===== src/rtl/enq_gate_pkg.sv =====
// Shared defaults and helpers for the enqueue credit gate.
package enq_gate_pkg;

  localparam int unsigned DEF_NQ           = 2;
  localparam int unsigned DEF_MAX_CREDIT   = 8;
  localparam int unsigned DEF_CREDIT_W     = 8;
  localparam int unsigned DEF_STARVE_LIMIT = 15;

  // Ceiling log2; clog2(1) = 0.
  function automatic int unsigned clog2(input int unsigned v);
    int unsigned r;
    r = 0;
    for (int unsigned p = 1; p < v; p = p << 1) r = r + 1;
    return r;
  endfunction

  // LSB position of queue q's counter inside the packed credit bus.
  function automatic int unsigned credit_lsb(input int unsigned q, input int unsigned w);
    return q * w;
  endfunction

endpackage


===== src/rtl/enq_credit_counter.sv =====
// Per-queue credit counter: consumes on take, refills on ret, flags
// a return into an already-full counter.
module enq_credit_counter
  import enq_gate_pkg::*;
#(
  parameter int unsigned CREDIT_W   = DEF_CREDIT_W,
  parameter int unsigned MAX_CREDIT = DEF_MAX_CREDIT
) (
  input  logic                clk,
  input  logic                rst_n,
  input  logic                i_take,
  input  logic                i_ret,
  output logic [CREDIT_W-1:0] o_credit,
  output logic                o_ready,
  output logic                o_overflow
);

  localparam logic [CREDIT_W-1:0] MAX_C = CREDIT_W'(MAX_CREDIT);

  logic [CREDIT_W-1:0] r_credit;
  logic [CREDIT_W-1:0] w_credit_nxt;

  // Next credit value and overflow pulse; take and ret together cancel.
  always_comb begin
    w_credit_nxt = r_credit;
    o_overflow   = 1'b0;
    case ({i_take, i_ret})
      2'b10: w_credit_nxt = r_credit - CREDIT_W'(1);
      2'b01: begin
        if (r_credit == MAX_C) o_overflow   = 1'b1;
        else                   w_credit_nxt = r_credit + CREDIT_W'(1);
      end
      default: ;
    endcase
  end

  // Credit register, full on reset.
  always_ff @(posedge clk or negedge rst_n) begin
    if (!rst_n) r_credit <= MAX_C;
    else        r_credit <= w_credit_nxt;
  end

  assign o_credit = r_credit;
  assign o_ready  = (r_credit != '0);

endmodule


===== src/rtl/enq_credit_gate.sv =====
// Decode-to-queue credit gate: issues an instruction only when every
// targeted queue has credit, otherwise replays; tracks replay streaks
// and latches credit-return overflow.
module enq_credit_gate
  import enq_gate_pkg::*;
#(
  parameter int unsigned NQ           = DEF_NQ,
  parameter int unsigned MAX_CREDIT   = DEF_MAX_CREDIT,
  parameter int unsigned CREDIT_W     = DEF_CREDIT_W,
  parameter int unsigned STARVE_LIMIT = DEF_STARVE_LIMIT
) (
  input  logic                   clk,
  input  logic                   reset,
  input  logic                   io_valid,
  input  logic [NQ-1:0]          io_sigs_enq,
  input  logic [NQ-1:0]          io_deq,
  output logic                   io_fire,
  output logic                   io_replay,
  output logic [NQ-1:0]          io_enq_valid,
  output logic [NQ*CREDIT_W-1:0] io_credits,
  output logic                   io_starve,
  output logic                   io_credit_err
);

  localparam int unsigned        RCNT_W = clog2(STARVE_LIMIT + 1);
  localparam logic [RCNT_W-1:0]  LIMIT  = RCNT_W'(STARVE_LIMIT);

  logic [NQ-1:0]     w_ready;
  logic [NQ-1:0]     w_ovf;
  logic              w_blocked;
  logic [RCNT_W-1:0] w_rcnt_nxt;
  logic [RCNT_W-1:0] r_rcnt;
  logic              r_starve;
  logic              r_err;

  for (genvar g = 0; g < NQ; g++) begin : g_q
    enq_credit_counter #(
      .CREDIT_W  (CREDIT_W),
      .MAX_CREDIT(MAX_CREDIT)
    ) u_cnt (
      .clk       (clk),
      .rst_n     (reset),
      .i_take    (io_enq_valid[g]),
      .i_ret     (io_deq[g]),
      .o_credit  (io_credits[credit_lsb(g, CREDIT_W) +: CREDIT_W]),
      .o_ready   (w_ready[g]),
      .o_overflow(w_ovf[g])
    );
  end

  // Issue decision from registered credit only; all-or-nothing strobes.
  always_comb begin
    w_blocked    = |(io_sigs_enq & ~w_ready);
    io_fire      = io_valid & ~w_blocked;
    io_replay    = io_valid & w_blocked;
    io_enq_valid = io_fire ? io_sigs_enq : '0;
  end

  // Replay streak: saturating count while replaying, cleared otherwise.
  always_comb begin
    w_rcnt_nxt = '0;
    if (io_replay) w_rcnt_nxt = (r_rcnt == LIMIT) ? r_rcnt : r_rcnt + RCNT_W'(1);
  end

  // Streak counter, starve flag and sticky overflow error.
  always_ff @(posedge clk or negedge reset) begin
    if (!reset) begin
      r_rcnt   <= '0;
      r_starve <= 1'b0;
      r_err    <= 1'b0;
    end else begin
      r_rcnt   <= w_rcnt_nxt;
      r_starve <= (w_rcnt_nxt == LIMIT);
      r_err    <= r_err | (|w_ovf);
    end
  end

  assign io_starve     = r_starve;
  assign io_credit_err = r_err;

endmodule


===== config.mk =====
export PLATFORM = sky130hd
export DESIGN_NAME = enq_credit_gate
export DESIGN_NICKNAME = d
export VERILOG_FILES = /design/src/rtl/enq_gate_pkg.sv /design/src/rtl/enq_credit_counter.sv /design/src/rtl/enq_credit_gate.sv
export SDC_FILE = /design/constraint.sdc
export NUM_CORES = 1
export LEC_CHECK = 0
export CORE_ASPECT_RATIO = 0.5
export CORE_UTILIZATION = 57
export DETAILED_ROUTE_END_ITERATION = 16
export DONT_BUFFER_PORTS = 1
export PLACE_DENSITY_LB_ADDON = 0.15
export SKIP_CTS_REPAIR_TIMING = 1
export SYNTH_ARGS = -nofsm -noshare
export SYNTH_HDL_FRONTEND = slang
export SYNTH_SLANG_ARGS = --single-unit

===== constraint.sdc =====
create_clock -name clk -period 2.7 [get_ports clk]
set_input_delay 0.405 -clock clk [delete_from_list [all_inputs] [get_ports clk]]
set_output_delay 0.405 -clock clk [all_outputs]
set_load 0.05 [all_outputs]

==> flow_summary.json, run 1 <==
{
  "status": "complete, but fails checks",
  "violations": "negative setup slack",
  "avgSynthCellArea_sq_um": 10.2,
  "path_clk_slew_ns": 0.08,
  "synth_ff_type": "dfrtp_1",
  "vias_per_cell": 5.94,
  "intPower_mw": 1.57,
  "power.density_nw_per_um2": 1360,
  "syn_to_final_growth_pct": 37.0,
  "worstReg2RegEnd": "g_q[1].u_cnt.o_credit[7]",
  "cp_max_fo": 4,
  "finalNetCount": 228,
  "slowest_delay_ns": 0.43,
  "final_layout_size_suffix_gt1_share_pct": 47.5,
  "synth_cell_type_count": 42,
  "synth_area_leader_cell": "dfrtp_1",
  "min_period_ns": 2.74,
  "synth_area_sq_um": 1660,
  "async_flop_share_pct": 100,
  "swShare_pct": 49.5,
  "fmax_ghz": 0.364,
  "min_path_cells": 2,
  "tns_ns": -0.0553,
  "yosys_warnings": 0,
  "grt-ovfl-total": 0,
  "drv_slew": 0,
  "synth_area_leaders": "dfrtp_1 (30%), ha_1 (11%), mux2_4 (4.5%)",
  "die_h_microns": 40.2,
  "dieArea_sq_um": 3150,
  "arrival_ns": 2.93,
  "drc_errors": 0,
  "reg2reg_depth": 11,
  "peakVddDrop_mv": 0.981,
  "cts_tree": "done",
  "antenna_found_initial": 0,
  "dr_total_vias": 1419,
  "drtIter0Drc": 42,
  "p_seq_share_pct": 21.1,
  "htreeDepth": 1,
  "critPathSlowestCell": "dfrtp_2",
  "synth_nets": 187,
  "power.switching_mw": 1.54,
  "start_util_pct": 61.9,
  "cts.sinks": 22,
  "final_core_util_pct": 84.8,
  "fp.dieW_microns": 78.3,
  "p_leak_nw": 1.00,
  "power_mw": 3.10,
  "clk_latency_ns": 0.26,
  "crit_type": "flop to flop",
  "synth_top_area_share_pct": 30.1,
  "globalplace.congestion": 0.826,
  "place_area_sq_um": 2000,
  "hold_violations": 0,
  "grt_max_degree": 23,
  "grt_setup_unrepaired": "yes",
  "hp-start": "io_deq[0]",
  "drv_cap": 0,
  "totalWireLength_microns": 4110,
  "crit_family": "compound AO/OA/AOI/OAI gates",
  "timing.rr.start": "g_q[0].u_cnt.o_credit[0]",
  "ant_nets": 0,
  "critPathRequiredTime_ns": 2.89,
  "synth.most_common_cell": "dfrtp_1",
  "cts_buffers": 3,
  "clk_path_buf_depth": 2,
  "finalInstanceArea_sq_um": 2270,
  "hold_class": "primary input to flop",
  "cts_root_buf": "clkbuf_8",
  "synth_cells": 163,
  "crit_path_end_kind": "flop",
  "hpwl_microns": 2840,
  "place_inst": 227,
  "io_pins": 29,
  "clock_skew_ns": 0.00478,
  "rows": 13,
  "dr.pass1.iters": 4,
  "routedWlPerCell_microns": 17.2,
  "ys_top_cells_by_count": "dfrtp_1 (20), ha_1 (15), nand2_1 (10)",
  "worstMarginPinSlew_ns": 0.517,
  "diodes": 0,
  "whs_ns": 0.299,
  "setup_viol": 3,
  "grt_pass1_wl_microns": 5690,
  "ys_ff_latch": 22,
  "yosysSeqAreaShare_pct": 33.3,
  "slew_headroom_pct": 65.7,
  "critPathBufInv": 1,
  "pwr-share-clk_pct": 6.6,
  "track_usage_pct": 24.9,
  "setup_ws_ns": -0.0446,
  "startpoint_type": "flop",
  "synth-edff-count": 0,
  "coreArea_sq_um": 2680,
  "pwr-share-comb_pct": 72.3,
  "grt_pass1_vias": 1271,
  "port_buffers": 0,
  "min_period_over_period_pct": 102,
  "worstPathCellList": "nor4_4 > a31oi_2 > o21ai_2 > nand2_2 > buf_6 > ha_4 > a211oi_2 > a21oi_2 > o41ai_4 > mux2i_1 > xor2_1",
  "r2r_slack_ns": -0.04,
  "stdcell_count": 239,
  "hold-path-endpoint": "io_credit_err",
  "dp_slack_ns": -0.0534
}
cell type report:
cell class,instances,area (sq um)
flip-flops and latches,22,566
well taps,37,46.3
inverters,8,30.0
fillers,159,409
repair buffers,38,312
clock buffers,3,41.3
multi-input cells,131,1280
worst max-delay path by stage:
stage,from,to,depth (start not counted)
2_1_floorplan,g_q[0].u_cnt.o_credit[6],g_q[0].u_cnt.o_credit[7],10
3_3_place_gp,g_q[0].u_cnt.o_credit[6],g_q[1].u_cnt.o_credit[7],11
3_5_place_dp,g_q[0].u_cnt.o_credit[6],g_q[1].u_cnt.o_credit[7],11
4_1_cts,g_q[0].u_cnt.o_credit[6],g_q[1].u_cnt.o_credit[7],11
5_1_grt,g_q[0].u_cnt.o_credit[0],g_q[1].u_cnt.o_credit[7],11
6_report,g_q[0].u_cnt.o_credit[0],g_q[1].u_cnt.o_credit[7],11
kinds of logic (layout without fill, tap and decap cells):
family | Yosys count | after routing | share of synthesized area (%)
flops | 22 | 22 | 33.3
fa+ha+maj | 17 | 17 | 13.7
compound gates | 33 | 33 | 13.6
simple gates | 50 | 50 | 17.2
buf+inv | 10 | 49 | 2.71
xor+xnor | 15 | 15 | 7.91
mux | 16 | 16 | 11.6
flip-flops by register name (all words and copies together) (netlist names):
signal              cells
r_rcnt                  4
g_q.u_cnt.o_credit     16
io_starve               1
io_credit_err           1
metal layers:
metal	global-route usage, %	wire, microns	vias up
li1	-	-	677
met1	28.2	1770	704
met2	47.4	2150	31
met3	6.82	135	7
met4	10.2	55	0
met5	0	0	-
power groups by stage:
stage          clock [mW]  sequential, mW  combinational, mW
6_report            0.204           0.655               2.24
3_3_place_gp            0           0.633               1.89
5_1_grt             0.213           0.670               2.39
4_1_cts             0.207           0.647               1.94
3_5_place_dp            0           0.649               1.93
2_1_floorplan           0            1.15              0.944
cells in the final DEF, fill, tap and decap left out, types with 6 or more instances in the layout:
| cell type | count |
|---|---|
| buf_4 | 33 |
| dfrtp_2 | 10 |
| dfrtp_1 | 10 |
| nor2_1 | 9 |
| nand2_1 | 8 |
| inv_1 | 8 |
| xor2_1 | 8 |
| ha_4 | 8 |
| xnor2_1 | 7 |
| ha_1 | 7 |
| mux2_2 | 6 |
| a21oi_1 | 6 |
Note: power is estimated with default switching activity, not from simulation.
==> run 2, diff against run 1 <==
--- a/config.mk
+++ b/config.mk
@@ -13,4 +13,5 @@
 export SKIP_CTS_REPAIR_TIMING = 1
 export SYNTH_ARGS = -nofsm -noshare
 export SYNTH_HDL_FRONTEND = slang
+export SYNTH_HIERARCHICAL = 1
 export SYNTH_SLANG_ARGS = --single-unit
==> run 2 against run 1 <==
  * The flow still finishes with violations (negative setup slack)
  * Clock power rose by 20%
  * Setup slack got worse by 0.32 ns
  * Total power rose by 23%
  * Critical path depth rose by 1
  * Maximum frequency fell by 10%
  * Critical path type unchanged
==> flow_summary.json, run 2 <==
{
  "synth_area_leaders": "dfrtp_1 (28%), mux2_4 (10%), ha_1 (9.2%)",
  "diodes": 0,
  "track_usage_pct": 30.9,
  "cts_tree": "done",
  "cp_max_fo": 8,
  "pwr-share-clk_pct": 6.4,
  "cts.sinks": 22,
  "fp.dieW_microns": 80.9,
  "p_leak_nw": 1.09,
  "hold_class": "primary input to flop",
  "synth_area_leader_cell": "dfrtp_1",
  "fmax_ghz": 0.327,
  "async_flop_share_pct": 100,
  "met3_usage_pct": 7.91,
  "synth_ff_type": "dfrtp_1",
  "startpoint_type": "flop",
  "min_period_ns": 3.06,
  "start_util_pct": 64.2,
  "dr.pass1.iters": 7,
  "arrival_ns": 3.22,
  "synth_cell_type_count": 46,
  "tns_ns": -2.44,
  "final_layout_size_suffix_gt1_share_pct": 56.0,
  "whs_ns": 0.373,
  "violations": "negative setup slack",
  "htreeDepth": 1,
  "synth-edff-count": 0,
  "cts_root_buf": "clkbuf_8",
  "hold_violations": 0,
  "grt_max_degree": 23,
  "yosysSeqAreaShare_pct": 31.1,
  "dr_total_vias": 1927,
  "finalNetCount": 257,
  "slew_headroom_pct": 57.9,
  "status": "complete, but fails checks",
  "multi_input_area_sq_um": 1440,
  "most-common-layout-cells": "buf_4 (49), dfrtp_2 (14), mux2_4 (12)",
  "avgSynthCellArea_sq_um": 9.97,
  "antenna_found_initial": 0,
  "totalWireLength_microns": 6410,
  "grt_setup_unrepaired": "yes",
  "largest_reg_flops": 16,
  "syn_to_final_growth_pct": 45.9,
  "synth_top_area_share_pct": 28.2,
  "n_fill_cell": 85,
  "dp_slack_ns": -0.212,
  "synth_nets": 200,
  "power.density_nw_per_um2": 1480,
  "synth_area_sq_um": 1780,
  "drtIter0Drc": 147,
  "pwr-share-comb_pct": 76.2,
  "synth.most_common_cell": "dfrtp_1",
  "intPower_mw": 1.92,
  "globalplace.congestion": 0.783,
  "drc_errors": 0,
  "peakVddDrop_mv": 1.12,
  "rows": 13,
  "crit_type": "flop to flop",
  "swShare_pct": 49.8,
  "die_h_microns": 41.5,
  "clk_path_buf_depth": 2,
  "hpwl_microns": 3660,
  "cts_buffers": 3,
  "grt-ovfl-total": 0,
  "coreArea_sq_um": 2770,
  "place_area_sq_um": 2350,
  "drv_cap": 0,
  "grt_pass1_vias": 1652,
  "ant_nets": 0,
  "vias_per_cell": 7.11,
  "ys_ff_latch": 22,
  "path_clk_slew_ns": 0.08,
  "min_period_over_period_pct": 113,
  "power.switching_mw": 1.90,
  "setup_viol": 12,
  "setup_ws_ns": -0.361,
  "layout_commonest_cell": "buf_4",
  "met1_usage_pct": 35.7,
  "drv_slew": 0,
  "critPathRequiredTime_ns": 2.86,
  "routedWlPerCell_microns": 23.6,
  "busiest_layer": "met2",
  "crit_path_end_kind": "flop",
  "finalInstanceArea_sq_um": 2590,
  "grtUsageMet2_pct": 54.6,
  "stdcell_count": 271,
  "clk_latency_ns": 0.27,
  "place_inst": 256,
  "io_pins": 29,
  "dieArea_sq_um": 3360,
  "regArea_sq_um": 574,
  "yosys_warnings": 6,
  "p_seq_share_pct": 17.4,
  "port_buffers": 0,
  "clock_skew_ns": 0.00112,
  "ys_top_cells_by_count": "dfrtp_1 (20), ha_1 (13), mux2_4 (12)",
  "worstMarginPinSlew_ns": 0.622,
  "synth_cells": 178,
  "grt_pass1_wl_microns": 7870
}
run 2: final timing paths:
| kind | start | endpoint | slack, ns | depth (start not counted) |
|---|---|---|---|---|
| worst max-delay path | g_q[0].u_cnt/o_credit[6] | g_q[1].u_cnt/o_credit[6] | -0.36 | 12 |
| worst min-delay path | io_valid | r_rcnt[0] | 0.37 | 2 |
| worst max register to register | g_q[0].u_cnt/o_credit[6] | g_q[1].u_cnt/o_credit[6] | -0.36 | 12 |
| worst min register to register | r_rcnt[3] | io_starve | 0.66 | 2 |
| max in group asynchronous | reset | g_q[0].u_cnt/o_credit[3] | 1.92 | 2 |
| min in group asynchronous | reset | g_q[0].u_cnt/o_credit[0] | 0.55 | 2 |
run 2: cell families after synthesis:
family                   after synthesis  synth area share, %
AO/OA/AOI/OAI                         47                 17.7
XOR/XNOR                              10                 4.93
adder cells (fa/ha/maj)               15                 11.4
buffers and inverters                 12                 3.38
flip-flops                            22                 31.1
multiplexers                          13                 10.7
AND/OR/NAND/NOR                       59                 20.7
run 2: power by group through the flow:
stage / logic (mW) / clock network, mW / registers (mW)
finish: 2.91 / 0.244 / 0.665
global route: 3.05 / 0.256 / 0.679
CTS: 2.61 / 0.238 / 0.633
detailed placement: 2.58 / 0 / 0.635
global placement: 2.47 / 0 / 0.629
floorplan: 1.30 / 0 / 1.18
run 2: per-layer routing:
layer	wire, microns	vias to the layer above
met5	0	-
met4	438	0
met3	555	64
met2	3070	150
met1	2350	928
li1	-	785
run 2: metrics by stage:
| step | util (%) | power [mW] |
|---|---|---|
| 3_3_place_gp | 85.0 | 3.10 |
| 5_1_grt | 93.7 | 3.99 |
| 6_report | 93.7 | 3.82 |
| 4_1_cts | 87.0 | 3.48 |
| 2_1_floorplan | - | 2.48 |
| 3_5_place_dp | 85.0 | 3.22 |
run 2: critical path: stages (launching register included):
cell       delay [ns]
dfrtp_2          0.44
nor4_4           0.33
nand2_1          0.11
and2b_1          0.29
nor2_4           0.07
and3_4           0.15
nand2b_4         0.20
buf_6            0.14
fa_2             0.38
a211oi_2         0.26
or4b_4           0.19
o2111ai_2        0.11
mux2_4           0.29
run 2: layout make-up:
type / count / share of cell area [%]
Sequential cell: 22 / 22.2
Tap cell: 37 / 1.79
Clock buffer: 4 / 2.13
Inverter: 9 / 1.30
Multi-Input combinational cell: 144 / 55.5
Timing Repair Buffer: 55 / 17.1
